File: src/rtl/cpu_pkg.sv
// Shared CPU definitions: instruction/address widths, opcode constants and
// the fetch FSM state encoding.
package cpu_pkg;

  localparam int INSTR_W = 16;
  localparam int ADDR_W  = 16;

  localparam logic [3:0] OP_JMP  = 4'hE;
  localparam logic [3:0] OP_BEQ  = 4'h9;
  localparam logic [3:0] OP_BGT  = 4'hB;
  localparam logic [3:0] OP_ADDI = 4'hF;

  typedef enum logic [1:0] {
    ST_IDLE = 2'd0,
    ST_RUN  = 2'd1,
    ST_HOLD = 2'd2
  } fetch_state_e;

  // Opcode lives in the top nibble of every instruction word.
  function automatic logic is_op(input logic [INSTR_W-1:0] instr, input logic [3:0] op);
    return instr[INSTR_W-1:INSTR_W-4] == op;
  endfunction

endpackage

File: src/rtl/if_outreg.sv
// Fetch output register: holds one instruction for decode and keeps it stable
// until decode accepts it; a flush empties the slot.
module if_outreg
  import cpu_pkg::*;
(
  input  logic               clk,
  input  logic               rst_n,
  input  logic               i_load,
  input  logic               i_flush,
  input  logic [INSTR_W-1:0] i_instr,
  input  logic [ADDR_W-1:0]  i_pc,
  input  logic               i_jmp,
  input  logic               i_ready,
  output logic               o_can_load,
  output logic               o_stall,
  output logic               o_valid,
  output logic [INSTR_W-1:0] o_instr,
  output logic [ADDR_W-1:0]  o_pc,
  output logic               o_jmp_taken
);

  logic               r_valid;
  logic [INSTR_W-1:0] r_instr;
  logic [ADDR_W-1:0]  r_pc;
  logic               r_jmp;

  // The slot may be refilled when empty or when its word is consumed this edge.
  assign o_can_load = !r_valid || i_ready;
  assign o_stall    = r_valid && !i_ready;

  always_ff @(posedge clk) begin
    if (!rst_n) begin
      r_valid <= 1'b0;
      r_instr <= '0;
      r_pc    <= '0;
      r_jmp   <= 1'b0;
    end else if (i_flush) begin
      r_valid <= 1'b0;
    end else if (i_load) begin
      r_valid <= 1'b1;
      r_instr <= i_instr;
      r_pc    <= i_pc;
      r_jmp   <= i_jmp;
    end
  end

  assign o_valid     = r_valid;
  assign o_instr     = r_instr;
  assign o_pc        = r_pc;
  assign o_jmp_taken = r_jmp;

endmodule

File: src/rtl/instr_fetch.sv
// Instruction fetch stage: PC, next-PC selection with jmp predecode, and the
// IDLE/RUN/HOLD control FSM driving a combinational instruction ROM.
module instr_fetch
  import cpu_pkg::*;
#(
  parameter logic [ADDR_W-1:0] RESET_PC = 16'h0000,
  parameter logic [3:0]        JMP_OP   = 4'b1110
) (
  input  logic               clk,
  input  logic               rst_n,
  output logic [ADDR_W-1:0]  rom_addr,
  output logic               rom_oe,
  input  logic [INSTR_W-1:0] rom_data,
  input  logic               redirect_valid,
  input  logic [ADDR_W-1:0]  redirect_pc,
  output logic               if_valid,
  input  logic               if_ready,
  output logic [INSTR_W-1:0] if_instr,
  output logic [ADDR_W-1:0]  if_pc,
  output logic               if_jmp_taken
);

  fetch_state_e      r_state;
  logic [ADDR_W-1:0] r_pc;

  logic              w_running;
  logic              w_can_load;
  logic              w_stall;
  logic              w_load;
  logic              w_flush;
  logic              w_is_jmp;
  logic [ADDR_W-1:0] w_next_pc;

  assign w_running = (r_state != ST_IDLE);
  assign w_is_jmp  = is_op(rom_data, JMP_OP);
  assign w_next_pc = w_is_jmp ? {4'h0, rom_data[11:0]} : r_pc + 16'd1;

  // A taken branch from downstream wins over both loading and holding.
  assign w_flush = w_running && redirect_valid;
  assign w_load  = w_running && w_can_load && !redirect_valid;

  assign rom_addr = r_pc;
  assign rom_oe   = w_running;

  always_ff @(posedge clk) begin
    if (!rst_n) begin
      r_state <= ST_IDLE;
      r_pc    <= RESET_PC;
    end else if (r_state == ST_IDLE) begin
      r_state <= ST_RUN;
    end else if (redirect_valid) begin
      r_state <= ST_RUN;
      r_pc    <= redirect_pc;
    end else begin
      if (w_load) begin
        r_pc <= w_next_pc;
      end
      r_state <= w_stall ? ST_HOLD : ST_RUN;
    end
  end

  if_outreg u_outreg (
    .clk         (clk),
    .rst_n       (rst_n),
    .i_load      (w_load),
    .i_flush     (w_flush),
    .i_instr     (rom_data),
    .i_pc        (r_pc),
    .i_jmp       (w_is_jmp),
    .i_ready     (if_ready),
    .o_can_load  (w_can_load),
    .o_stall     (w_stall),
    .o_valid     (if_valid),
    .o_instr     (if_instr),
    .o_pc        (if_pc),
    .o_jmp_taken (if_jmp_taken)
  );

endmodule

File: config.mk
export PLATFORM = sky130hd
export DESIGN_NAME = instr_fetch
export DESIGN_NICKNAME = d
export VERILOG_FILES = /design/src/rtl/cpu_pkg.sv /design/src/rtl/if_outreg.sv /design/src/rtl/instr_fetch.sv
export SDC_FILE = /design/constraint.sdc
export NUM_CORES = 1
export LEC_CHECK = 0
export ABC_AREA = 0
export ABC_CLOCK_PERIOD_IN_PS = 1900
export CORE_ASPECT_RATIO = 0.5
export CORE_MARGIN = 2
export CORE_UTILIZATION = 40
export CTS_CLUSTER_DIAMETER = 200
export DETAILED_ROUTE_END_ITERATION = 7
export PLACE_DENSITY = 0.79
export SETUP_SLACK_MARGIN = 0.2
export SLEW_MARGIN = 20
export SYNTH_ARGS = -nofsm -noshare
export SYNTH_HDL_FRONTEND = slang
export SYNTH_SLANG_ARGS = --single-unit
File: constraint.sdc
create_clock -name clk -period 1.9 [get_ports clk]
set_input_delay 0.475 -clock clk [delete_from_list [all_inputs] [get_ports clk]]
set_output_delay 0.475 -clock clk [all_outputs]
set_load 0.1 [all_outputs]
======== Word-level counts from Yosys, hierarchy flattened ========
Cells that the tools add are included.
storage, ports and cells
  input port bits ......................... 36
  output and inout bits ................... 51
  register bits after elaboration ......... 52
operators by class
  bitwise gates (word level) .............. 3
  add/sub/neg operators ................... 1
  equal/unequal tests ..................... 1
  muxes and demuxes ....................... 6
  reduce and logical (&&, ||, !) cells .... 15
operators with widths
  kind                                            count
  2-to-1 mux 16 bit                               3
  adder 16 x 1 -> 16 bit (second input constant)  1
  == test 4 bit (second input constant)           1
  logical AND 1 bit                               4
  AND reduction 2 bit                             2
  nonzero test 2 bit                              2
  zero test 1 bit                                 3
  inverter 1 bit                                  3
  OR reduction 3 bit                              1
  zero test 2 bit                                 1
  2-to-1 mux 1 bit                                2
  2-to-1 mux 2 bit                                1
  OR reduction 2 bit                              1
  logical OR 1 bit                                1

======== Longest topological paths before layout ========
Gate-level depths: netlist (run 1).
  depth in word-level cells ............... 6
  mapped depth ............................ 7
  depth with buffers taken out ............ 5

======== By module ========
A second synthesis (run 1) with hierarchy kept.
second synthesis, totals
  cells, all modules ...................... 307
  area total of the unflattened synthesis .. 2,571.2 um^2
by module, submodules not included
  module       area each (um^2)  instances  seq. area each (um^2)  cells an instance
  if_outreg    1,395.1           1          680.7                  149
  instr_fetch  1,176.1           1          360.3                  158

======== Worst setup path before layout (run 1) ========
No wires, ideal clock.
  path kind ............................... register -> register
  start ................................... reg r_pc[0], in the netlist rom_addr[0]
  end ..................................... reg r_pc[14], in the netlist rom_addr[14]
  period minus slack after synthesis ...... 2.798 ns
  setup slack ............................. -0.898 ns
  buffers on the path ..................... 0
  cell stages (with the launch flop) ...... 6
  arrival time ............................ 2.722 ns
  path through ............................ dfxtp_1 > ha_1 > nand3_4 > or4_4 > or4_1 > a31oi_1
between the ends
  word-level cells in the longest chain between the ends .. 4
RTL lines
  item                      line               source
  start: declaration        instr_fetch.sv:24  logic [ADDR_W-1:0] r_pc;
  start signal: assignment  instr_fetch.sv:53  r_pc <= redirect_pc;
  start signal: assignment  instr_fetch.sv:56  r_pc <= w_next_pc;
  adder 16 x 1 -> 16 bit    instr_fetch.sv:36  assign w_next_pc = w_is_jmp ? {4'h0, rom_data[11:0]} : r_pc + 16'd1;
  2-to-1 mux 16 bit         instr_fetch.sv:36
  2-to-1 mux 16 bit         instr_fetch.sv:55  if (w_load) begin
  2-to-1 mux 16 bit         instr_fetch.sv:51  end else if (redirect_valid) begin
No other way between the ends. The select of a mux whose other input is x is not followed.
A chain may end at the register's enable or synchronous reset.

======== Final worst setup path (run 1) ========
Same ends and word-level chain as after synthesis.

==> summary.md, run 1 <==
| Metric | Value |
|---|---|
| DIE WIDTH | `113.7 microns` |
| Post-DR wirelength/cell | `about 17 microns` |
| Post-route ant nets | `0` |
| Slew Viols, Final | `0` |
| H-tree levels | `2` |
| Via density per instance | `5.542` |
| Combinational Power Share | `0.336` |
| Number of warnings printed during yosys synthesis | `0` |
| Post-synth cell types | `47` |
| Number of failing setup endpoints in the final timing report | `0` |
| Core region area | `5634 sq um` |
| Period utilisation layout | `0.9283` |
| Biggest area consumer among synthesized cells | `sky130_fd_sc_hd__dfxtp_1` |
| Clock transition at path regs | `0.07 ns` |
| Remaining max-slew budget at the tightest pin | `0.7642` |
| Origin of the worst setup path | `rom_addr[0]$_SDFFE_PN0P_` |
| Synthesized area per cell | `between 7 and 8 sq um` |
| Portion of total power attributed to the clock network | `0.283` |
| Cell with the most instances after synthesis | `sky130_fd_sc_hd__nand2_1` |
| Path type of the worst min-delay path | `register to register` |
| Number of DRC violations after detailed-routing iteration 0 | `163` |
| Die H | `between 50 and 60 microns` |
| Setup Crit Path Kind | `register to register` |
| Switching component of the power | `around 0.0011 W` |
| Leakage dissipation | `1.679 nW` |
| # clock sinks | `52` |
| Critical path cell sequence | `ha_4, nand3_4, or4_4, or4_1, a31oi_1` |
| Startpoint of the most critical register-to-register path | `rom_addr[0]$_SDFFE_PN0P_` |
| Placed wire-length estimate | `6331 microns` |
| Clock Skew | `0.004470 ns` |
| Via count of the first global-routing pass | `around 2.6k` |
| Final Hold Fails | `0` |
| Critical register-to-register path endpoint | `rom_addr[14]$_SDFFE_PN0P_` |
| Power density over cell area | `between 700 and 800 nW/um^2` |
| Final design utilization | `0.7841` |
| Setup TNS Final | `0 ns` |
| Max stage delay on crit path | `approximately 0.53 ns` |
| Required time of the worst setup path | `~2.1 ns` |
| CP endpoint | `rom_addr[14]$_SDFFE_PN0P_` |
| Syn Nets | `350` |
| Sequential Power Share | `0.381` |
| Fmax | `0.5670 GHz` |
| Most used DFF post-synth | `sky130_fd_sc_hd__dfxtp_1` |
| Maximum fanout along the worst path | `4` |
| DP Worst Slack | `-0.2310 ns` |
| CTS max path bufs | `2` |
| Initial antenna violation count | `0` |
| Global-route wire length before repair | `13260 microns` |
| Fraction of the yosys area taken by sequential cells | `0.4322` |
| Final GP Congestion | `0.9586` |
| Number of flip-flops and latches in the synthesized netlist | `52` |
| Source-to-sink clock delay at the later pin of the worst-skew pair | `0.29 ns` |
| Total Wirelength | `8605 microns` |
| Pin count of the biggest net entering global routing | `34` |
| Min Hold Slack | `0.4929 ns` |
| # fillers | `380` |
| Site Rows | `19` |
| Min Tclk post-route | `1.764 ns` |
| Initial core utilization | `0.4275` |
| Internal reg-to-reg setup slack | `0.14 ns` |
| Synth top area share | `0.4322` |
| Ranking of synthesized cells by area | `sky130_fd_sc_hd__dfxtp_1, sky130_fd_sc_hd__nand2_1, sky130_fd_sc_hd__a21oi_1, sky130_fd_sc_hd__clkbuf_1, sky130_fd_sc_hd__o21ai_0` |
| Crit end category | `register` |
| GRT Resource Usage Total | `0.2558` |
| Run status | `completed` |
| Area of the multi-input gates | `1318 sq um` |
| Via total after detailed routing | `2782` |
| Remaining global-route overflow | `0` |
| ANT cells | `0` |
| Clock buffers created by TritonCTS | `5` |
| Post-synthesis cell area | `2409 sq um` |
| Reported max-cap violation count | `0` |
| Internal power component | `around 0.0021 W` |
| Reg2reg path depth | `5` |
| Post-synthesis instance total | `313` |
| TritonCTS clock tree | `yes` |
| Leading post-synthesis cells by instance count | `sky130_fd_sc_hd__nand2_1, sky130_fd_sc_hd__a21oi_1, sky130_fd_sc_hd__dfxtp_1` |
| Data arrival time at the worst-slack endpoint | `1.98 ns` |
| Smallest setup slack after layout | `0.1363 ns` |
| Layout cells sized above 1 | `0.3240` |
| NumNets Final | `465` |
| Power after layout | `0.003216 W` |
| Transition at the pin with the smallest max-transition slack | `around 0.35 ns` |
| Number of enable flip-flop cells after synthesis | `0` |
| Switching part of the total power | `0.3483` |
| Slowest stage cell on the critical path | `sky130_fd_sc_hd__or4_4` |
| RSZ-0062 raised after global routing | `true` |
| DRC | `0` |
| VDD IR max | `approximately 0.52 mV` |
| Share of flip-flops with an asynchronous set or reset after synthesis | `0` |
| Post-synthesis to final-layout area growth | `83.43%` |
| Count of buffers from port buffering | `86` |
| Num ports | `between 80 and 90` |
| Die area | `6696 sq um` |
| Sequential cell area in the final layout | `1090 sq um` |
| Cts-stage hold buffer count | `0` |
| Pre-Repair DR Iteration Count | `4` |
| Clock root buffer | `sky130_fd_sc_hd__clkbuf_16` |
| Startpoint Class | `register` |
kinds of logic (layout without fill, tap and decap cells):
| logic type | Yosys count | count (layout) | share of synthesized area |
|---|---|---|---|
| adders and majority gates | 1 | 1 | 0.005194 |
| xor gates and xnor gates | 3 | 3 | 0.01091 |
| DFF | 52 | 52 | 0.4322 |
| muxes | 2 | 2 | 0.008831 |
| buffers and inverters | 29 | 145 | 0.04519 |
| AOI/OAI and AO/OA | 95 | 95 | 0.2333 |
| and+or+nand+nor | 131 | 131 | 0.2644 |
critical path, delay by kind of cell (launching register included):
family	cells	cell delay [ns]
and+or+nand+nor	3	1.04
adders and majority gates	1	0.15
DFF	1	0.38
AOI/OAI and AO/OA	1	0.13
stage by stage:
stage	instance area [sq um]	cells
floorplan	2486	313
global placement	4096	479
detailed placement	4096	479
CTS	4323	495
global route	4418	502
finish	4418	502
repair_timing:
item / CTS / global route
buffers inserted: 8 / 7
cloned: 0 / 0
pin swaps: 5 / 7
resized for setup: 16 / 12
endpoints found under the setup margin: 36 / 36
per-layer routing:
layer	GRT usage	wire length, microns	vias up
li1	-	-	1340
met1	0.3482	3866	1331
met2	0.4183	4028	103
met3	0.06282	635	8
met4	0.05923	74	0
met5	0	0	-
power groups by stage:
stage / Clock, W / Combinational (W) / Sequential [W]
final: 0.000910 / 0.00108 / 0.00122
after global routing: 0.000960 / 0.00112 / 0.00123
after detailed placement: 0 / 0.00103 / 0.00126
after global placement: 0 / 0.00101 / 0.00125
after floorplan: 0 / 0.000207 / 0.00162
after CTS: 0.000917 / 0.00105 / 0.00123
cells in the final DEF (no fill, tap or decap), drive strengths merged, types with 3 or more instances in the layout:
cell / instances
a21oi: 52
a31oi: 3
and3: 6
buf: 95
clkbuf: 8
clkdlybuf4s50: 30
dfxtp: 52
dlymetal6s2s: 3
inv: 7
nand2: 77
nand2b: 3
nand3: 9
nand4: 4
nor2: 7
nor3: 8
o211ai: 5
o21ai: 12
o22ai: 3
or3: 3
or4: 7
worst min-delay path by stage:
stage | from | cells after the start | to
2_1_floorplan | r_state[0]$_SDFF_PN0_ | 2 | r_state[1]$_SDFF_PP0_
3_3_place_gp | u_outreg.o_pc[10]$_SDFFE_PN0P_ | 2 | u_outreg.o_pc[10]$_SDFFE_PN0P_
3_5_place_dp | u_outreg.o_pc[14]$_SDFFE_PN0P_ | 2 | u_outreg.o_pc[14]$_SDFFE_PN0P_
4_1_cts | u_outreg.o_pc[14]$_SDFFE_PN0P_ | 2 | u_outreg.o_pc[14]$_SDFFE_PN0P_
5_1_grt | u_outreg.o_pc[14]$_SDFFE_PN0P_ | 2 | u_outreg.o_pc[14]$_SDFFE_PN0P_
6_report | u_outreg.o_pc[10]$_SDFFE_PN0P_ | 2 | u_outreg.o_pc[10]$_SDFFE_PN0P_
sequential cells by signal (all words and copies together) (netlist names):
signal and count:
r_state 2, u_outreg.o_valid 1, rom_addr 16, u_outreg.o_instr 16
u_outreg.o_jmp_taken 1, u_outreg.o_pc 16
layout make-up:
class	instances	area share
clock buffer	8	0.03313
timing repair buffer	130	0.3954
inverter	7	0.005947
sequential	52	0.2467
tap	73	0.02067
multi-input combinational	232	0.2982
Note: power is estimated with default switching activity, not from simulation.
==> run 2: changes to the inputs <==
TNS_END_PERCENT = 10   (was default)
==> summary.md, run 2 (synthesis results as in run 1) <==
| Metric | Value |
|---|---|
| Period utilisation layout | `0.9649 (+0.03667)` |
| Count of buffers from port buffering | `86 (unchanged)` |
| Reported max-cap violation count | `0 (unchanged)` |
| Via density per instance | `5.661 (+2.2%)` |
| DRC | `0 (unchanged)` |
| Min Tclk post-route | `1.833 ns (+0.06968 ns)` |
| Fmax | `0.5454 GHz (-3.8%)` |
| Final GP Congestion | `0.8898 (-7.2%)` |
| Maximum fanout along the worst path | `7 (+3)` |
| Sequential cell area in the final layout | `1087 sq um (-0.23%)` |
| Initial core utilization | `0.4275 (unchanged)` |
| VDD IR max | `0.4946 mV (-5.7%)` |
| # fillers | `406 (+6.8%)` |
| Switching component of the power | `0.001143 W (+2.0%)` |
| Layout cells sized above 1 | `0.3095 (-0.01449)` |
| DIE WIDTH | `113.7 microns (unchanged)` |
| Path type of the worst min-delay path | `input pin to register` |
| H-tree levels | `2 (unchanged)` |
| TritonCTS clock tree | `yes` |
| Clock transition at path regs | `0.07 ns (about the same)` |
| Required time of the worst setup path | `2.12 ns (about the same)` |
| ANT cells | `0 (unchanged)` |
| Die area | `6696 sq um (unchanged)` |
| Run status | `completed` |
| Clock Skew | `0.006539 ns (+0.002069 ns)` |
| Power density over cell area | `749.3 nW/um^2 (+2.9%)` |
| Setup TNS Final | `0 ns (unchanged)` |
| Global-route wire length before repair | `13170 microns (-0.72%)` |
| CTS max path bufs | `2 (unchanged)` |
| Final design utilization | `0.7724 (-0.01177)` |
| GRT Resource Usage Total | `0.2530 (-0.002831)` |
| Commonest non-fill, non-tap cells in the layout | `sky130_fd_sc_hd__nand2_1, sky130_fd_sc_hd__buf_12, sky130_fd_sc_hd__a21oi_1` |
| Slew Viols, Final | `0 (unchanged)` |
| Combinational Power Share | `0.321 (-0.015)` |
| Clock root buffer | `sky130_fd_sc_hd__clkbuf_16` |
| Area of the multi-input gates | `1303 sq um (-1.1%)` |
| Final Hold Fails | `0 (unchanged)` |
| Pre-Repair DR Iteration Count | `5 (+1)` |
| # clock sinks | `52 (unchanged)` |
| Pin count of the biggest net entering global routing | `34 (unchanged)` |
| Total Wirelength | `8397 microns (-2.4%)` |
| Placed wire-length estimate | `6086 microns (-3.9%)` |
| Global routing usage on met3 | `0.04428 (-0.01854)` |
| Number of DRC violations after detailed-routing iteration 0 | `194 (+19%)` |
| Internal power component | `0.002117 W (+1.0%)` |
| Source-to-sink clock delay at the later pin of the worst-skew pair | `0.29 ns (about the same)` |
| Crit end category | `register` |
| Num ports | `87 (unchanged)` |
| Initial antenna violation count | `0 (unchanged)` |
| Startpoint Class | `register` |
| Post-route ant nets | `0 (unchanged)` |
| Most frequent standard cell in the layout excluding fill and tap cells | `sky130_fd_sc_hd__nand2_1` |
| Post-DR wirelength/cell | `17.03 microns (-0.64%)` |
| Sequential Power Share | `0.378 (-0.003)` |
| Data arrival time at the worst-slack endpoint | `2.06 ns (+0.08 ns)` |
| Via count of the first global-routing pass | `2647 (+0.68%)` |
| Post-synthesis to final-layout area growth | `80.68%` |
| Number of failing setup endpoints in the final timing report | `0 (unchanged)` |
| Site Rows | `19 (unchanged)` |
| Remaining max-slew budget at the tightest pin | `0.7080 (-0.05621)` |
| NumNets Final | `456 (-1.9%)` |
| RSZ-0062 raised after global routing | `true` |
| Via total after detailed routing | `2791 (+0.32%)` |
| Leakage dissipation | `1.655 nW (-1.4%)` |
| Met1 Use GR | `0.3420 (-0.006176)` |
| Clock buffers created by TritonCTS | `5 (unchanged)` |
| Core region area | `5634 sq um (unchanged)` |
| Remaining global-route overflow | `0 (unchanged)` |
| Die H | `58.87 microns (unchanged)` |
| Met2 usage in global routing | `0.4260 (+0.007699)` |
| Switching part of the total power | `0.3506 (+0.002238)` |
| Setup Crit Path Kind | `register to register` |
| Portion of total power attributed to the clock network | `0.301 (+0.018)` |
| Transition at the pin with the smallest max-transition slack | `0.4376 ns (+0.08654 ns)` |
| Most used routing layer | `met2` |
## run 2: critical path, stage by stage, from the launching register on
cell	delay, ns
sky130_fd_sc_hd__dfxtp_4	0.38
sky130_fd_sc_hd__nand4_1	0.15
sky130_fd_sc_hd__buf_4	0.19
sky130_fd_sc_hd__or4_4	0.46
sky130_fd_sc_hd__or4_1	0.42
sky130_fd_sc_hd__a31oi_1	0.17
## run 2: cell type report
cell class,instances,share of cell area
sequential,52,0.2499
clock inverter,2,0.002588
timing repair buffer,121,0.3867
multi-input combinational,232,0.2993
tap,73,0.02099
clock buffer,6,0.03450
inverter,7,0.006038
## run 2: repair_timing
item | 4_1_cts | 5_1_grt
endpoints found under the setup margin | 17 | 49
resized for setup | 5 | 13
hold buffers | 0 | 0
buffers inserted | 4 | 6
pin swaps | 3 | 6
## run 2: stage by stage
step                std cells  setup WS, ns  area, sq um  hold slack (ns)  power [W]
global route              493      0.005907         4352           0.4878   0.003366
finish                    493       0.06661         4352           0.4746   0.003261
detailed placement        475       -0.2623         4066           0.4851   0.002272
CTS                       487       0.09429         4268           0.4945   0.003249
global placement          475       -0.2348         4066           0.4793   0.002254
floorplan                 313       -0.1260         2485           0.5371   0.001826
## run 2: worst paths after layout
| kind | start | to | slack, ns | depth (start not counted) |
|---|---|---|---|---|
| worst max-delay path | rom_addr[8]$_SDFFE_PN0P_ | rom_addr[14]$_SDFFE_PN0P_ | 0.07 | 5 |
| worst min-delay path | rom_data[15] | u_outreg.o_instr[15]$_SDFFE_PN0P_ | 0.47 | 3 |
| worst max register to register | rom_addr[8]$_SDFFE_PN0P_ | rom_addr[14]$_SDFFE_PN0P_ | 0.07 | 5 |
| worst min register to register | u_outreg.o_pc[10]$_SDFFE_PN0P_ | u_outreg.o_pc[10]$_SDFFE_PN0P_ | 0.49 | 2 |
## run 2: power by group through the flow
stage | combinational (W) | clock, W | sequential, W
2_1_floorplan | 0.000207 | 0 | 0.00162
3_3_place_gp | 0.00100 | 0 | 0.00125
3_5_place_dp | 0.00101 | 0 | 0.00126
4_1_cts | 0.00102 | 0.000994 | 0.00123
5_1_grt | 0.00109 | 0.00104 | 0.00124
6_report | 0.00105 | 0.000982 | 0.00123
## run 2: per-layer routing
metal	up-vias	wire [microns]
li1	1326	-
met1	1324	3694
met3	9	604
met5	-	0
met2	132	4024
met4	0	74
